<file path="src/rtl/seg_scan_capture_pkg.sv">
// Shared definitions for the scanned 7-segment capture path.
//   - state_t       : capture FSM state encoding
//   - SEG_x         : active-high {g,f,e,d,c,b,a} pattern for each hex digit
//   - hex_to_seg    : nibble -> pattern (encode side, same constants)
//   - is_onehot     : true when exactly one digit enable is active
//   - onehot_idx    : index of the active digit enable
package seg_scan_capture_pkg;

  typedef enum logic [1:0] {
    S_IDLE   = 2'd0,
    S_SETTLE = 2'd1,
    S_HOLD   = 2'd2
  } state_t;

  localparam logic [6:0] SEG_0 = 7'h3F;
  localparam logic [6:0] SEG_1 = 7'h06;
  localparam logic [6:0] SEG_2 = 7'h5B;
  localparam logic [6:0] SEG_3 = 7'h4F;
  localparam logic [6:0] SEG_4 = 7'h66;
  localparam logic [6:0] SEG_5 = 7'h6D;
  localparam logic [6:0] SEG_6 = 7'h7D;
  localparam logic [6:0] SEG_7 = 7'h07;
  localparam logic [6:0] SEG_8 = 7'h7F;
  localparam logic [6:0] SEG_9 = 7'h6F;
  localparam logic [6:0] SEG_A = 7'h77;
  localparam logic [6:0] SEG_B = 7'h7C;
  localparam logic [6:0] SEG_C = 7'h39;
  localparam logic [6:0] SEG_D = 7'h5E;
  localparam logic [6:0] SEG_E = 7'h79;
  localparam logic [6:0] SEG_F = 7'h71;

  function automatic logic [6:0] hex_to_seg(input logic [3:0] nib);
    logic [6:0] pat;
    case (nib)
      4'h0: pat = SEG_0;
      4'h1: pat = SEG_1;
      4'h2: pat = SEG_2;
      4'h3: pat = SEG_3;
      4'h4: pat = SEG_4;
      4'h5: pat = SEG_5;
      4'h6: pat = SEG_6;
      4'h7: pat = SEG_7;
      4'h8: pat = SEG_8;
      4'h9: pat = SEG_9;
      4'hA: pat = SEG_A;
      4'hB: pat = SEG_B;
      4'hC: pat = SEG_C;
      4'hD: pat = SEG_D;
      4'hE: pat = SEG_E;
      default: pat = SEG_F;
    endcase
    return pat;
  endfunction

  function automatic logic is_onehot(input logic [7:0] v);
    return (v != 8'h00) && ((v & (v - 8'h01)) == 8'h00);
  endfunction

  function automatic logic [2:0] onehot_idx(input logic [7:0] v);
    logic [2:0] idx;
    idx = 3'd0;
    for (int i = 0; i < 8; i++) begin
      if (v[i]) idx = 3'(i);
    end
    return idx;
  endfunction

endpackage

</file>
<file path="src/rtl/seg_scan_capture_if.sv">
// Scanned display bus plus the capture results.
//   seg       [6:0]  segment bus {g..a}, polarity as driven on the board
//   ans       [7:0]  digit enables, polarity as driven on the board
//   value     [31:0] last completely captured word
//   value_vld        one-cycle pulse when value updates
//   frame_err        undecodable pattern seen in the current frame
//   stale            timeout occurred, cleared by the next complete frame
// master: display side (drives seg/ans, observes results)
// slave : capture block
interface seg_scan_capture_if;
  logic [6:0]  seg;
  logic [7:0]  ans;
  logic [31:0] value;
  logic        value_vld;
  logic        frame_err;
  logic        stale;

  modport master (
    output seg, ans,
    input  value, value_vld, frame_err, stale
  );

  modport slave (
    input  seg, ans,
    output value, value_vld, frame_err, stale
  );
endinterface

</file>
<file path="src/rtl/seg7_to_hex.sv">
// Combinational 7-segment pattern decoder.
//   i_seg [6:0] active-high {g..a}
//   o_ok        1 when i_seg is one of the 16 hex glyphs
//   o_nib [3:0] decoded nibble (0 when o_ok is low)
module seg7_to_hex
  import seg_scan_capture_pkg::*;
(
  input  logic [6:0] i_seg,
  output logic       o_ok,
  output logic [3:0] o_nib
);

  always_comb begin
    o_ok  = 1'b1;
    o_nib = 4'h0;
    case (i_seg)
      SEG_0: o_nib = 4'h0;
      SEG_1: o_nib = 4'h1;
      SEG_2: o_nib = 4'h2;
      SEG_3: o_nib = 4'h3;
      SEG_4: o_nib = 4'h4;
      SEG_5: o_nib = 4'h5;
      SEG_6: o_nib = 4'h6;
      SEG_7: o_nib = 4'h7;
      SEG_8: o_nib = 4'h8;
      SEG_9: o_nib = 4'h9;
      SEG_A: o_nib = 4'hA;
      SEG_B: o_nib = 4'hB;
      SEG_C: o_nib = 4'hC;
      SEG_D: o_nib = 4'hD;
      SEG_E: o_nib = 4'hE;
      SEG_F: o_nib = 4'hF;
      default: o_ok = 1'b0;
    endcase
  end

endmodule

</file>
<file path="src/rtl/seg_scan_capture.sv">
// Receive side of the 8-digit scanned 7-segment display.
// Samples each digit once per enable period after the bus has been stable
// for SETTLE_CYC cycles, decodes it and reassembles the 32-bit word.
//   clk    system clock (same as the display driver)
//   reset  asynchronous assert, synchronous release, active low
//   bus    seg_scan_capture_if.slave (seg/ans in; value, value_vld,
//          frame_err, stale out)
module seg_scan_capture
  import seg_scan_capture_pkg::*;
#(
  parameter int unsigned SETTLE_CYC  = 4,
  parameter int unsigned TIMEOUT_CYC = 200000,
  parameter int unsigned SEG_ACT_LOW = 1,
  parameter int unsigned AN_ACT_LOW  = 1
) (
  input  logic                clk,
  input  logic                reset,
  seg_scan_capture_if.slave   bus
);

  localparam int unsigned TO_W = $clog2(TIMEOUT_CYC + 1);

  // Input stage: normalise polarity, register, and keep the previous
  // cycle's copy for change detection.
  logic [6:0] w_seg_norm;
  logic [7:0] w_ans_norm;
  logic [6:0] r_seg, r_seg_prev;
  logic [7:0] r_ans, r_ans_prev;

  assign w_seg_norm = (SEG_ACT_LOW != 0) ? ~bus.seg : bus.seg;
  assign w_ans_norm = (AN_ACT_LOW  != 0) ? ~bus.ans : bus.ans;

  always_ff @(posedge clk or negedge reset) begin
    if (!reset) begin
      r_seg      <= 7'h00;
      r_ans      <= 8'h00;
      r_seg_prev <= 7'h00;
      r_ans_prev <= 8'h00;
    end else begin
      r_seg      <= w_seg_norm;
      r_ans      <= w_ans_norm;
      r_seg_prev <= r_seg;
      r_ans_prev <= r_ans;
    end
  end

  logic       w_changed, w_ans_changed, w_onehot;
  logic [2:0] w_idx;

  assign w_changed     = (r_seg != r_seg_prev) || (r_ans != r_ans_prev);
  assign w_ans_changed = (r_ans != r_ans_prev);
  assign w_onehot      = is_onehot(r_ans);
  assign w_idx         = onehot_idx(r_ans);

  // Settle FSM
  state_t     r_state, w_state_next;
  logic [7:0] r_settle_cnt, w_settle_cnt_next;
  logic       w_sample;

  always_ff @(posedge clk or negedge reset) begin
    if (!reset) begin
      r_state      <= S_IDLE;
      r_settle_cnt <= 8'd0;
    end else begin
      r_state      <= w_state_next;
      r_settle_cnt <= w_settle_cnt_next;
    end
  end

  always_comb begin
    w_state_next      = r_state;
    w_settle_cnt_next = r_settle_cnt;
    w_sample          = 1'b0;
    case (r_state)
      S_IDLE: begin
        if (w_onehot) begin
          w_state_next      = S_SETTLE;
          w_settle_cnt_next = 8'd1;
        end
      end
      S_SETTLE: begin
        if (w_changed) begin
          w_settle_cnt_next = 8'd1;
          if (!w_onehot) w_state_next = S_IDLE;
        end else if (r_settle_cnt >= 8'(SETTLE_CYC)) begin
          w_sample     = 1'b1;
          w_state_next = S_HOLD;
        end else begin
          w_settle_cnt_next = r_settle_cnt + 8'd1;
        end
      end
      S_HOLD: begin
        // seg changes are ignored here: one sample per enable period
        if (w_ans_changed) begin
          w_settle_cnt_next = 8'd1;
          w_state_next      = w_onehot ? S_SETTLE : S_IDLE;
        end
      end
      default: w_state_next = S_IDLE;
    endcase
  end

  // Decode of the currently sampled digit
  logic       w_dec_ok;
  logic [3:0] w_dec_nib;

  seg7_to_hex u_dec (
    .i_seg (r_seg),
    .o_ok  (w_dec_ok),
    .o_nib (w_dec_nib)
  );

  logic w_sample_ok, w_sample_bad;
  assign w_sample_ok  = w_sample &&  w_dec_ok;
  assign w_sample_bad = w_sample && !w_dec_ok;

  // Nibble storage and frame assembly
  logic [3:0]  r_nib [8];
  logic [31:0] w_assembled;

  for (genvar gi = 0; gi < 8; gi++) begin : g_asm
    assign w_assembled[gi*4 +: 4] = r_nib[gi];
  end

  always_ff @(posedge clk or negedge reset) begin
    if (!reset) begin
      for (int i = 0; i < 8; i++) r_nib[i] <= 4'h0;
    end else if (w_sample_ok) begin
      r_nib[w_idx] <= w_dec_nib;
    end
  end

  // Frame bookkeeping
  logic [7:0]      r_captured;
  logic [31:0]     r_value;
  logic            r_value_vld, r_frame_err, r_stale;
  logic [TO_W-1:0] r_to_cnt;
  logic            w_to_hit, w_complete, w_timeout;
  logic [7:0]      w_bit;

  assign w_bit      = 8'h01 << w_idx;
  assign w_to_hit   = (r_to_cnt == TO_W'(TIMEOUT_CYC));
  // Completion is detected on the registered mask, so value/value_vld
  // appear one edge after the last digit is captured.
  assign w_complete = (r_captured == 8'hFF);
  assign w_timeout  = w_to_hit && !w_sample;

  always_ff @(posedge clk or negedge reset) begin
    if (!reset) begin
      r_captured  <= 8'h00;
      r_value     <= 32'h0;
      r_value_vld <= 1'b0;
      r_frame_err <= 1'b0;
      r_stale     <= 1'b0;
      r_to_cnt    <= '0;
    end else begin
      r_value_vld <= 1'b0;

      // Timeout counter saturates at the limit until the next sample.
      if (w_sample)       r_to_cnt <= '0;
      else if (!w_to_hit) r_to_cnt <= r_to_cnt + TO_W'(1);

      if (w_complete) begin
        r_value     <= w_assembled;
        r_value_vld <= 1'b1;
        r_captured  <= w_sample_ok ? w_bit : 8'h00;
        r_stale     <= 1'b0;
        r_frame_err <= w_sample_bad;
      end else if (w_timeout) begin
        r_captured <= 8'h00;
        r_stale    <= 1'b1;
      end else begin
        if (w_sample_ok)  r_captured  <= r_captured | w_bit;
        if (w_sample_bad) r_frame_err <= 1'b1;
      end
    end
  end

  assign bus.value     = r_value;
  assign bus.value_vld = r_value_vld;
  assign bus.frame_err = r_frame_err;
  assign bus.stale     = r_stale;

endmodule
</file>
<file path="src/flat_wrapper.sv">
// flat-port wrapper written by rule: the top's interface ports become plain ports
module seg_scan_capture_flat import seg_scan_capture_pkg::*;
#(
  parameter int unsigned SETTLE_CYC  = 4,
  parameter int unsigned TIMEOUT_CYC = 200000,
  parameter int unsigned SEG_ACT_LOW = 1,
  parameter int unsigned AN_ACT_LOW  = 1
)
  (clk, reset, bus_seg, bus_ans, bus_value, bus_value_vld, bus_frame_err, bus_stale);
  seg_scan_capture_if bus_i ();
  input  logic clk;
  input  logic reset;
  input wire logic [$bits(bus_i.seg)-1:0] bus_seg;
  input wire logic [$bits(bus_i.ans)-1:0] bus_ans;
  output wire logic [$bits(bus_i.value)-1:0] bus_value;
  output wire logic [$bits(bus_i.value_vld)-1:0] bus_value_vld;
  output wire logic [$bits(bus_i.frame_err)-1:0] bus_frame_err;
  output wire logic [$bits(bus_i.stale)-1:0] bus_stale;
  assign bus_i.seg = bus_seg;
  assign bus_i.ans = bus_ans;
  assign bus_value = bus_i.value;
  assign bus_value_vld = bus_i.value_vld;
  assign bus_frame_err = bus_i.frame_err;
  assign bus_stale = bus_i.stale;
  seg_scan_capture #(.SETTLE_CYC(SETTLE_CYC), .TIMEOUT_CYC(TIMEOUT_CYC), .SEG_ACT_LOW(SEG_ACT_LOW), .AN_ACT_LOW(AN_ACT_LOW)) u_core (.clk(clk), .reset(reset), .bus(bus_i));
endmodule
</file>
<file path="config.mk">
export PLATFORM = sky130hd
export DESIGN_NAME = seg_scan_capture_flat
export DESIGN_NICKNAME = d
export VERILOG_FILES = /design/src/rtl/seg_scan_capture_pkg.sv /design/src/rtl/seg_scan_capture_if.sv /design/src/rtl/seg7_to_hex.sv /design/src/rtl/seg_scan_capture.sv /design/src/flat_wrapper.sv
export SDC_FILE = /design/constraint.sdc
export NUM_CORES = 1
export LEC_CHECK = 0
export CAP_MARGIN = 5
export CORE_MARGIN = 4
export CORE_UTILIZATION = 45
export CTS_BUF_LIST = sky130_fd_sc_hd__clkbuf_8
export CTS_CLUSTER_SIZE = 25
export DETAILED_ROUTE_END_ITERATION = 12
export PLACE_DENSITY = 0.68
export SYNTH_ARGS = -nofsm -noshare
export SYNTH_HDL_FRONTEND = slang
export SYNTH_SLANG_ARGS = --single-unit
</file>
<file path="constraint.sdc">
create_clock -name clk -period 7.3 [get_ports clk]
set_input_delay 1.825 -clock clk [delete_from_list [all_inputs] [get_ports clk]]
set_output_delay 1.825 -clock clk [all_outputs]
set_load 0.03 [all_outputs]
</file>
== After elaboration in Yosys (flattened, before gate mapping) ==
Index checks and enable logic that the tools add are counted.

* Latch bits: 0
* Output and inout bits: 35
* Bits in registers: 133
* Memory bits (read-only): 0
* Input bits: 17
* RAM bits: 0
* Memories kept: 0
* Word-level logic and storage cells: 119

* Equal/unequal tests: 29
* Reductions and logical operators: 19
* Shifts and indexed selects: 1
* $lt $le $gt $ge: 3
* Bitwise operators: 5
* Add/sub/neg operators: 3
* Multiplexer cells: 39
* $mul: 0
* Div/mod/pow operators: 0

{| class="wikitable"
|+ Operators with widths
! kind !! count
|-
| equality test 7 bit, second input constant || 12
|-
| 2-to-1 mux 8 bit || 8
|-
| case mux 4 bit (15 select lines) || 1
|-
| 2-to-1 mux 18 bit || 2
|-
| bitwise mux 32 bit || 1
|-
| case mux 8 bit (3 select lines) || 1
|-
| adder 18 x 1 -> 18 bit, second input constant || 1
|-
| equality test 18 bit, second input constant || 1
|-
| OR reduction 16 bit || 1
|-
| equality test 7 x 3 -> 1 bit, second input constant || 2
|-
| equality test 7 x 6 -> 1 bit, second input constant || 2
|-
| 2-to-1 mux 2 bit || 7
|-
| demux 4 bit (select 3 bit) || 1
|-
| 2-to-1 mux 1 bit || 12
|-
| 2-to-1 mux 3 bit || 4
|-
| adder 8 x 1 -> 8 bit, second input constant || 1
|-
| bitwise AND 8 bit || 1
|-
| equality test 8 bit, second input constant || 1
|-
| >= comparator 8 x 3 -> 1 bit, second input constant || 1
|-
| zero test 8 bit || 1
|-
| inequality test 2 x 1 -> 1 bit, second input constant || 4
|-
| inequality test 8 bit || 1
|-
| inverter 8 bit || 1
|-
| bitwise OR 8 bit || 1
|-
| other kinds (23) || 31
|}

== Logic depth before layout (Yosys ltp) ==
Gate-level depths: netlist (run 1).

* Word-level depth: 13
* Mapped depth: 9

== By module ==
A second synthesis (run 1) with hierarchy kept.

* Cell total of the unflattened synthesis: 470
* Area total of the unflattened synthesis: 5811.8 µm²

{| class="wikitable"
|+ Modules (own cells, without submodules)
! module !! area an instance (µm²) !! seq. area each (µm²) !! times used !! cells an instance
|-
| seg_scan_capture || 5424.0 || 3328.2 || 1 || 411
|-
| seg7_to_hex || 387.9 || 0.0 || 1 || 59
|}

== Least setup slack after synthesis (run 1) ==
OpenSTA, ideal clock, no wires.

* Path type: register to register
* Start: reg u_core.r_seg[0]
* End: reg u_core.r_nib[10] in the netlist's numbering
* Data arrival time: 2.435 ns
* Path buffers: 1
* Path slack: 4.740 ns
* Stages on the path, launching flop included: 9
* Setup time: 0.125 ns
* Cell sequence: dfrtp_1 or3_1 a2111oi_2 a21oi_1 nor4b_1 nand2b_4 or4b_1 buf_6 mux2_4

* Longest elaborated chain between the ends: 5
* Elaborated cells on any way between the ends: 25
* Those cells by class: eq/ne: 17; mux: 5; reduce/logical: 3

{| class="wikitable"
|+ Ends and longest elaborated chain
! what !! line !! text
|-
| start: declaration || seg_scan_capture.sv:27 || <nowiki>logic [6:0] r_seg, r_seg_prev;</nowiki>
|-
| start signal: assignment || seg_scan_capture.sv:40 || <nowiki>r_seg <= w_seg_norm;</nowiki>
|-
| branches (longest 5 deep; another with OR reduction 16 bit) || n/a ||
|-
| end signal: indexed assignment || seg_scan_capture.sv:129 || <nowiki>r_nib[w_idx] <= w_dec_nib;</nowiki>
|-
| end: declaration || seg_scan_capture.sv:118 || <nowiki>logic [3:0] r_nib [8];</nowiki>
|}

Parallel ways; which one is timed is not known.
A chain may end at the register's enable or synchronous reset.

== Worst setup path in the final report (run 1) ==
* Start: reg u_core.r_value[28] (netlist: u_core.bus.value[28])
* End: out bus_value[28]

{| class="wikitable"
|+ RTL lines
! what !! line !! text
|-
| start: declaration || seg_scan_capture.sv:135 || <nowiki>logic [31:0] r_value;</nowiki>
|-
| start signal: assignment || seg_scan_capture.sv:164 || <nowiki>r_value <= w_assembled;</nowiki>
|-
| end: declaration || flat_wrapper.sv:15 || <nowiki>output wire logic [$bits(bus_i.value)-1:0] bus_value;</nowiki>
|}

No word-level cell between the ends.

==> results of run 1 <==
## cells in the final DEF, fill, tap and decap left out, types with 5 or more instances in the layout
master	n
clkdlybuf4s50_1	50
nand3_1	15
nand2_1	18
nor3_1	8
xnor2_1	10
o21ai_0	7
clkbuf_8	20
mux2_2	60
nand4_1	7
nor2_1	33
dfrtp_1	133
clkinv_4	5
nor4_1	7
nand2b_1	7
xor2_1	24
inv_1	20
or3_1	6
a21oi_1	12
and3_1	7
## registers in the layout, summed over array words and instances, names as in the netlist
signal,flops
u_core.r_settle_cnt,8
u_core.r_seg,7
u_core.r_state,2
u_core.r_captured,8
u_core.bus.value,32
u_core.r_ans,8
u_core.r_nib,32
u_core.bus.stale,1
u_core.bus.frame_err,1
u_core.r_to_cnt,18
u_core.r_ans_prev,8
u_core.bus.value_vld,1
u_core.r_seg_prev,7
## kinds of logic after synthesis
kind of cell / after synthesis / share of synthesized area (%)
AOI/OAI and AO/OA: 42 / 5.26
xor gates and xnor gates: 34 / 5.24
adders and majority gates: 4 / 0.881
buffers and inverters: 37 / 2.80
DFF: 133 / 58.6
muxes: 67 / 13.5
and+or+nand+nor: 139 / 13.8
## cell usage after synthesis (6+ instances only)
library cell	count
dfrtp_1	133
and3_1	7
nand2b_1	7
inv_1	20
nand3_1	15
nand2_1	18
mux2_2	60
or3_1	6
nor4_1	7
nor2_1	34
clkbuf_1	10
a21oi_1	12
o21ai_0	7
xnor2_1	10
xor2_1	24
nand4_1	7
nor3_1	8
## metal layers
| metal | vias up | global-route usage, % |
|---|---|---|
| met5 | - | 0 |
| met4 | 0 | 5.74 |
| met3 | 11 | 5.33 |
| met2 | 67 | 24.3 |
| met1 | 1796 | 21.1 |
| li1 | 1714 | - |
## report_power, final
part           switching, mW  internal (mW)
logic                 0.0291         0.0212
clock network          0.290          0.336
registers             0.0168          0.746
## stage by stage
step / cell area (um^2) / hold WS [ns] / util (%)
global placement: 6350 / 0.461 / 52.0
global route: 6770 / 0.507 / 55.4
floorplan: 5680 / 0.349 / -
detailed placement: 6350 / 0.466 / 52.0
finish: 6770 / 0.485 / 55.4
CTS: 6770 / 0.483 / 55.4
## cell type report
class | instances | area (um^2) | share of cell area, %
sequential | 133 | 3330 | 49.2
multi-input combinational | 286 | 2200 | 32.6
timing repair buffer | 54 | 531 | 7.84
clock buffer | 20 | 275 | 4.07
tap | 168 | 210 | 3.11
clock inverter | 12 | 143 | 2.11
inverter | 20 | 75.1 | 1.11
## worst max path at each step
stage	cells after the start	slack [ns]	end
after global placement	2	3.92	u_core.bus.value[17]$_DFFE_PN0P_
after global routing	8	3.82	u_core.r_nib[25]$_DFFE_PN0P_
after floorplan	8	4.74	u_core.r_nib[10]$_DFFE_PN0P_
after CTS	1	3.92	bus_frame_err
final	1	3.96	bus_value[28]
after detailed placement	2	3.87	u_core.bus.value[18]$_DFFE_PN0P_
==> impl_metrics.csv, run 1 <==
group,metric,value,unit
critical_path,crit_slowest_cell,"clkdlybuf4s50_1",
hold_path,hold_path.class,"reg2reg",
sta,fmax,299,MHz
yosys,syn_inst,456,
layout,area_growth,19.0,%
clock_network,cts_resized,0,
critical_path,end_kind,"output pin",
sta,setup_slack,3.96,ns
sta,rsz0062_at_grt,"false",
sta,period_needed,3.34,ns
yosys,synth.area.top_cells,"dfrtp_1 (59%), mux2_2 (12%), xor2_1 (3.7%)",
sta,worst-slew-pin-transition,0.995,ns
critical_path,reg2reg_to,"u_core.r_nib[26]$_DFFE_PN0P_",
yosys,ys_seq_area_share,58.6,%
floorplanning,coreArea,0.0122,mm^2
sta,worst_clock_skew,0.0167,ns
placement,pre_cts_ws,3.87,ns
sta,tns,0,ns
sta,slew_headroom,33.5,%
sta,finalMaxSlewViolations,0,
yosys,yosys_warnings,0,
critical_path,reg2reg_depth,8,
yosys,synth_top_cell_by_area,"dfrtp_1",
global_route,first_global_vias,3685,
hold_path,hold_depth,1,
pwr,powerDensity,213,mW/mm^2
drt,met1_length,5.04,mm
critical_path,cp-startpoint,"u_core.bus.value[28]$_DFFE_PN0P_",
floorplanning,dieArea,0.0145,mm^2
placement,place.port_buffers,51,
critical_path,crit_required,5.48,ns
drt,drc,0,
clock_network,clockBufferDepth,2,
clock_network,cts-root-buf,"clkbuf_8",
drt,top_layer,"met4",
drt,dr.first_iter.drc_count,209,
drt,drt_pass1_iterations,4,
drt,ant_nets,0,
layout,layout-drive-gt1-share,21.1,%
critical_path,rr_startpoint,"u_core.r_ans[7]$_DFF_PN0_",
yosys,synth_area,0.00568,mm^2
drt,routedWlPerCell,15.3,um
drt,route.met3.wl,419,um
critical_path,path_max_fanout,2,
global_route,grt_start_max_net_pins,80,
floorplanning,io_pins,52,
critical_path,critPathBufInv,1,
layout,final_cells,693,
layout,final_nets,533,
floorplanning,initial_core_util,46.5,%
critical_path,max_stage_delay,0.69,ns
clock_network,hold_buffers,0,
hold_path,hold_end,"u_core.r_captured[6]$_DFFE_PN0P_",
job,drv_cap,0,
yosys,synthDominantCellAreaShare,58.6,%
drt,num_vias,3588,
floorplanning,die_x,120,um
pwr,leakage,3.22,nW
yosys,synthFlopType,"dfrtp_1",
drt,routed_wl,10.6,mm
clock_network,cts_tree,"built",
floorplanning,core.rowCount,40,
placement,dp.cells,661,
yosys,syn-num-nets,477,
drt,route.met2.wl,5.00,mm
sta,post-route-period-util,45.8,%
clock_network,numCtsBuffers,17,
layout,fill_cells,1103,
global_route,antenna_found_initial,0,
critical_path,worstSetupPathType,"reg2out",
placement,gp_congestion,0.778,
clock_network,worst_skew_pair.late_latency,0.43,ns
critical_path,path_cells,"clkdlybuf4s50_1",
critical_path,path_delay_family,"buffers and inverters",
critical_path,r2r_setup_slack,4.10,ns
floorplanning,die_height,120,um
clock_network,post_cts_buffers,0,
global_route,grt_pass1_wl,18.2,mm
hold_path,hp-start,"u_core.r_captured[6]$_DFFE_PN0P_",
yosys,synth-seq-cells,133,
pwr,ir_drop,0.184,mV
clock_network,cts-htree-levels,4,
run_status,status,"completed",
pwr,total_power,1.44,mW
yosys,synth_edf_count,0,
drt,vias_per_cell,5.18,
global_route,track_usage,15.8,%
yosys,avgSynthCellArea,12.5,um^2
clock_network,path_clk_slew,0.08,ns
global_route,grt-ovfl-total,0,
critical_path,cp.arrival,1.52,ns
sta,report.final.hold_viol_count,0,
yosys,ys_types,52,
sta,setup_viol,0,
clock_network,clock_sink_count,133,
placement,dpl.hpwl,7.21,mm
critical_path,worstSetupStartpointType,"register",
yosys,async_reset_ff_share,100,%
layout,antenna_cells,0,
Note: power is estimated with default switching activity, not from simulation.
==> run 2: changes to the inputs <==
Settings changed: PLACE_DENSITY 0.68 to 0.7.
Clock period 7.3 ns to 2.9 ns, I/O delays scaled along.
==> run 2 against run 1 <==
Non-clock buffer count is 19 higher. Clock power grew to 2.5 times the previous value. Sequential power rose to 2.5 times the previous value. Register-to-register slack got worse by 4.0 ns. Clock skew is 0.0061 ns lower.
==> impl_metrics.csv, run 2 (synthesis results as in run 1) <==
group,metric,value,unit
sta,period_needed,2.77,ns
critical_path,crit_required,3.22,ns
layout,layout_common_cells,"dfrtp_1 (133), mux2_2 (60), clkdlybuf4s50_1 (50), nor2_1 (33), xor2_1 (24)",
layout,antenna_cells,0,
sta,worst_clock_skew,0.0106,ns
clock_network,path_clk_slew,0.08,ns
layout,area_growth,22.3,%
clock_network,numCtsBuffers,17,
placement,gp_congestion,0.980,
critical_path,path_max_fanout,12,
global_route,antenna_found_initial,0,
sta,rsz0062_at_grt,"false",
critical_path,cp-startpoint,"u_core.r_seg[6]$_DFF_PN0_",
sta,post-route-period-util,95.5,%
global_route,track_usage,16.8,%
critical_path,cp-endpoint,"u_core.r_nib[8]$_DFFE_PN0P_",
pwr,powerDensity,525,mW/mm^2
job,drv_cap,0,
placement,dpl.hpwl,7.76,mm
floorplanning,io_pins,52,
sta,finalMaxSlewViolations,0,
placement,place_area,0.00652,mm^2
sta,tns,0,ns
placement,place.port_buffers,51,
floorplanning,dieArea,0.0145,mm^2
layout,multi_input_area,0.00222,mm^2
drt,dr.first_iter.drc_count,152,
clock_network,clock_sink_count,133,
drt,num_vias,3684,
pwr,ir_drop,0.341,mV
drt,drt_pass1_iterations,4,
drt,routed_wl,10.9,mm
sta,setup_viol,0,
floorplanning,die_x,120,um
sta,fmax,361,MHz
layout,design_area,0.00695,mm^2
clock_network,cts_tree,"built",
critical_path,cp.arrival,3.09,ns
drt,ant_nets,0,
pwr,total_power,3.65,mW
floorplanning,core.rowCount,40,
clock_network,clockBufferDepth,2,
sta,report.final.hold_viol_count,0,
global_route,grt_pass1_wl,19.2,mm
global_route,first_global_vias,3984,
clock_network,cts-htree-levels,4,
clock_network,cts-root-buf,"clkbuf_8",
run_status,status,"completed",
drt,vias_per_cell,5.17,
critical_path,r2r_setup_slack,0.13,ns
layout,area.sequential,0.00333,mm^2
hold_path,hold_path.class,"in2async",
floorplanning,initial_core_util,46.5,%
critical_path,worstSetupStartpointType,"register",
critical_path,end_kind,"register",
drt,routedWlPerCell,15.4,um
layout,final_nets,552,
sta,slew_headroom,54.1,%
pwr,leakage,3.31,nW
layout,final_common_cell,"dfrtp_1",
global_route,grt-ovfl-total,0,
global_route,grt_start_max_net_pins,53,
clock_network,worst_skew_pair.late_latency,0.44,ns
sta,worst-slew-pin-transition,0.689,ns
critical_path,rr_startpoint,"u_core.r_seg[6]$_DFF_PN0_",
sta,fin_hold_ws,0.329,ns
layout,layout-drive-gt1-share,24.4,%
critical_path,worstSetupPathType,"reg2reg",
critical_path,reg2reg_depth,7,
critical_path,reg2reg_to,"u_core.r_nib[8]$_DFFE_PN0P_",
floorplanning,coreArea,0.0122,mm^2
floorplanning,die_height,120,um
layout,fill_cells,1028,
drt,drc,0,
-- run 2: changes by cell type in the layout (fill, tap and decap cells not counted), sizes merged --
cell	previous run	this run
buf	4	23
inv	23	21
clkbuf	20	17
bufinv	2	3
clkinvlp	1	4
clkinv	6	7
-- run 2: repair_timing --
action	4_1_cts	5_1_grt
hold buffers	0	0
resized for setup	0	3
setup endpoints to repair	0	34
setup buffers	0	0
-- run 2: worst max-delay path, cell delays in order, from the launching register on --
cell	delay, ns
dfrtp_1	0.51
or3_1	0.37
a2111oi_2	0.35
a21oi_1	0.10
nor4b_2	0.19
nand2b_4	0.15
or4b_1	0.63
mux2_4	0.35
-- run 2: per-layer routing --
layer / GRT usage (%) / share of wire, %
met4: 5.24 / 0.69
met1: 21.4 / 45
met3: 5.80 / 4.3
met5: 0 / 0
met2: 27.0 / 50
-- run 2: area by class of cell --
type	instances	share of cell area, %
clock inverters	15	2.63
repair buffers	73	10.0
inverters	20	1.08
clock buffers	17	3.37
well taps	168	3.02
flip-flops and latches	133	47.9
multi-input cells	286	32.0
-- run 2: how the worst min path moves through the flow --
stage	from	endpoint	slack [ns]	cells after the start
global route	reset	u_core.r_to_cnt[15]$_DFFE_PN0P_	0.36	1
CTS	reset	u_core.r_to_cnt[15]$_DFFE_PN0P_	0.32	1
global placement	u_core.r_captured[6]$_DFFE_PN0P_	u_core.r_captured[6]$_DFFE_PN0P_	0.46	1
floorplan	u_core.r_seg[5]$_DFF_PN0_	u_core.r_seg_prev[5]$_DFF_PN0_	0.35	0
finish	reset	u_core.r_to_cnt[15]$_DFFE_PN0P_	0.33	1
detailed placement	u_core.r_captured[2]$_DFFE_PN0P_	u_core.r_captured[2]$_DFFE_PN0P_	0.47	1
-- run 2: power by group --
| part | internal [mW] | switching, mW | total, mW | leakage (nW) |
|---|---|---|---|---|
| Combinational | 0.0686 | 0.0928 | 0.161 | 1.34 |
| Clock | 0.853 | 0.727 | 1.58 | 0.198 |
| Sequential | 1.88 | 0.0288 | 1.91 | 1.77 |
| Total | 2.80 | 0.849 | 3.65 | 3.31 |
-- run 2: stage by stage --
step           cells  utilization (%)  setup slack [ns]
2_1_floorplan    456                -             0.340
3_3_place_gp     680             53.4             0.210
3_5_place_dp     680             53.4             0.113
4_1_cts          712             56.8            0.0987
5_1_grt          712             56.9            0.0205
6_report         712             56.9             0.131
==> RTL edit (config.mk and constraints of run 1) <==
`TIMEOUT_CYC` is set to 200000 in 2 places; all go to 400000.
--- a/src/rtl/seg_scan_capture.sv
+++ b/src/rtl/seg_scan_capture.sv
@@ -9,7 +9,7 @@
   import seg_scan_capture_pkg::*;
 #(
   parameter int unsigned SETTLE_CYC  = 4,
-  parameter int unsigned TIMEOUT_CYC = 200000,
+  parameter int unsigned TIMEOUT_CYC = 400000,
   parameter int unsigned SEG_ACT_LOW = 1,
   parameter int unsigned AN_ACT_LOW  = 1
 ) (
--- a/src/flat_wrapper.sv
+++ b/src/flat_wrapper.sv
@@ -2,7 +2,7 @@
 module seg_scan_capture_flat import seg_scan_capture_pkg::*;
 #(
   parameter int unsigned SETTLE_CYC  = 4,
-  parameter int unsigned TIMEOUT_CYC = 200000,
+  parameter int unsigned TIMEOUT_CYC = 400000,
   parameter int unsigned SEG_ACT_LOW = 1,
   parameter int unsigned AN_ACT_LOW  = 1
 )
Formal check against the unedited RTL: same outputs for any inputs over 10 cycles, from zero or initial values and one cycle with reset low; that may be too few to reach the edited logic, so the function may still have changed.
==> RTL edit against run 1 <==
Count of clock-buffer cells in the layout unchanged. Sequential power increased by 0.7%. Sequential cell count increased by 1. Setup slack got worse by 0.00051 ns. Power increased by 0.73%. Final area increased by 3.8%. Wire length increased by 3.3%. Synthesized area increased by 5.7%.
==> RTL edit: results (changes against run 1) <==
Leak=3.31 nW (+3.0%); Post-Synth Adder-Cell Area=0.833% (-0.047 points); mux contribution to synthesized area=14.2% (+0.69 points); Port Buf Inserts=51 (unchanged); total track usage=15.9% (+0.085 points); CTS max path bufs=2 (unchanged); crit path to=bus_stale; Worst Setup SP=u_core.bus.stale; Synth Area in Compound Gates=5.87% (+0.61 points); syn nets=507 (+6.3%); RR Startpoint=u_core.r_seg[2]; Placer Congestion=0.865 (+11%); Final period util=45.8% (about the same); R2R setup slack=4.42 ns (+0.32 ns); Final HPWL DP=7530 um (+4.6%); clk slew on worst S/H paths=0.07 ns; first-pass GRT wire length=18700 um (+2.9%); wire per inst=15.3 um (about the same); pre-CTS setup slack=3.88 ns (+0.0167 ns); Vias/cell=5.21 (+0.67%); vias in the first global route=3707 (+0.60%); Layout fillers=1099 (-0.36%); Syn Area/Cell=12.4 sq um (-0.82%); Yosys cell types=59 (+13%); outcome=finished, final reports clean; Final Instance Count excl. Fillers=716 (+3.3%); post-synthesis sequential area ratio=55.8% (-2.7 points); initial antenna violation count=0 (unchanged); Clock Skew=0.0190 ns (+0.00221 ns); Area contributors post-synth=dfrtp_1, mux2_2, mux2_4, xor2_1, nor2_1; layout cells sized above 1=20.0% (-1.1 points); DR iter-0 viols=364 (+74%); final instance area=7030 sq um (+3.8%); placed insts=686 (+3.8%); placed cell areas=6620 sq um (+4.3%); VDD IR-drop max=0.0837 mV (-55%); RR Endpoint=u_core.r_nib[4]; # nets final=554 (+3.9%); Setup Fix Bufs, Post-CTS=0 (unchanged); Commonest cells post-synth=dfrtp_1, nor2_1, mux2_2; R2R depth=6 (-2); clk_lat worst skew=0.45 ns (+0.02 ns); headroom to the max-slew limit=20.2% (-13 points); Synth Area in XOR/XNOR=4.94% (-0.30 points); largest net degree at the start of global routing=82 (+2.5%); slowest CP cell=clkdlybuf4s50_1
RTL edit: cells by family (layout without fill, tap and decap cells):
| group | count (synthesis) | after routing |
|---|---|---|
| AOI/OAI and AO/OA | 47 | 47 |
| xor gates and xnor gates | 33 | 33 |
| adders and majority gates | 4 | 4 |
| buffers and inverters | 49 | 107 |
| DFF | 134 | 134 |
| muxes | 68 | 68 |
| and+or+nand+nor | 151 | 151 |
RTL edit: worst min path at each step:
stage	startpoint	endpoint	slack, ns	depth (start not counted)
after floorplan	u_core.r_ans[7]	u_core.r_ans_prev[7]	0.35	0
after global placement	u_core.r_ans[0]	u_core.r_ans_prev[0]	0.47	0
after detailed placement	u_core.r_nib[10]	u_core.r_nib[10]	0.48	1
after CTS	u_core.r_nib[10]	u_core.r_nib[10]	0.49	1
after global routing	u_core.r_captured[4]	u_core.r_captured[4]	0.51	1
final	u_core.r_nib[10]	u_core.r_nib[10]	0.49	1
RTL edit: report_power, final:
group	internal, mW	switching [mW]	leakage (nW)	total (mW)
Sequential	0.752	0.0157	1.78	0.767
Clock	0.358	0.267	0.209	0.625
Combinational	0.0223	0.0349	1.32	0.0572
RTL edit: per-layer routing:
layer  global-route usage [%]  up-vias  part of all wire, %
met5                        0        -                    0
met4                     7.20        0                  2.0
met3                     4.48       18                  4.4
met2                     23.8       95                   46
met1                     21.7     1845                   48
li1                         -     1774                    -
RTL edit: area by class of cell:
type | instances | share of cell area, %
Timing Repair Buffer | 53 | 7.44
Multi-Input combinational cell | 303 | 34.7
Clock inverter | 10 | 1.87
Tap cell | 172 | 3.06
Sequential cell | 134 | 47.7
Clock buffer | 20 | 3.92
Inverter | 24 | 1.28
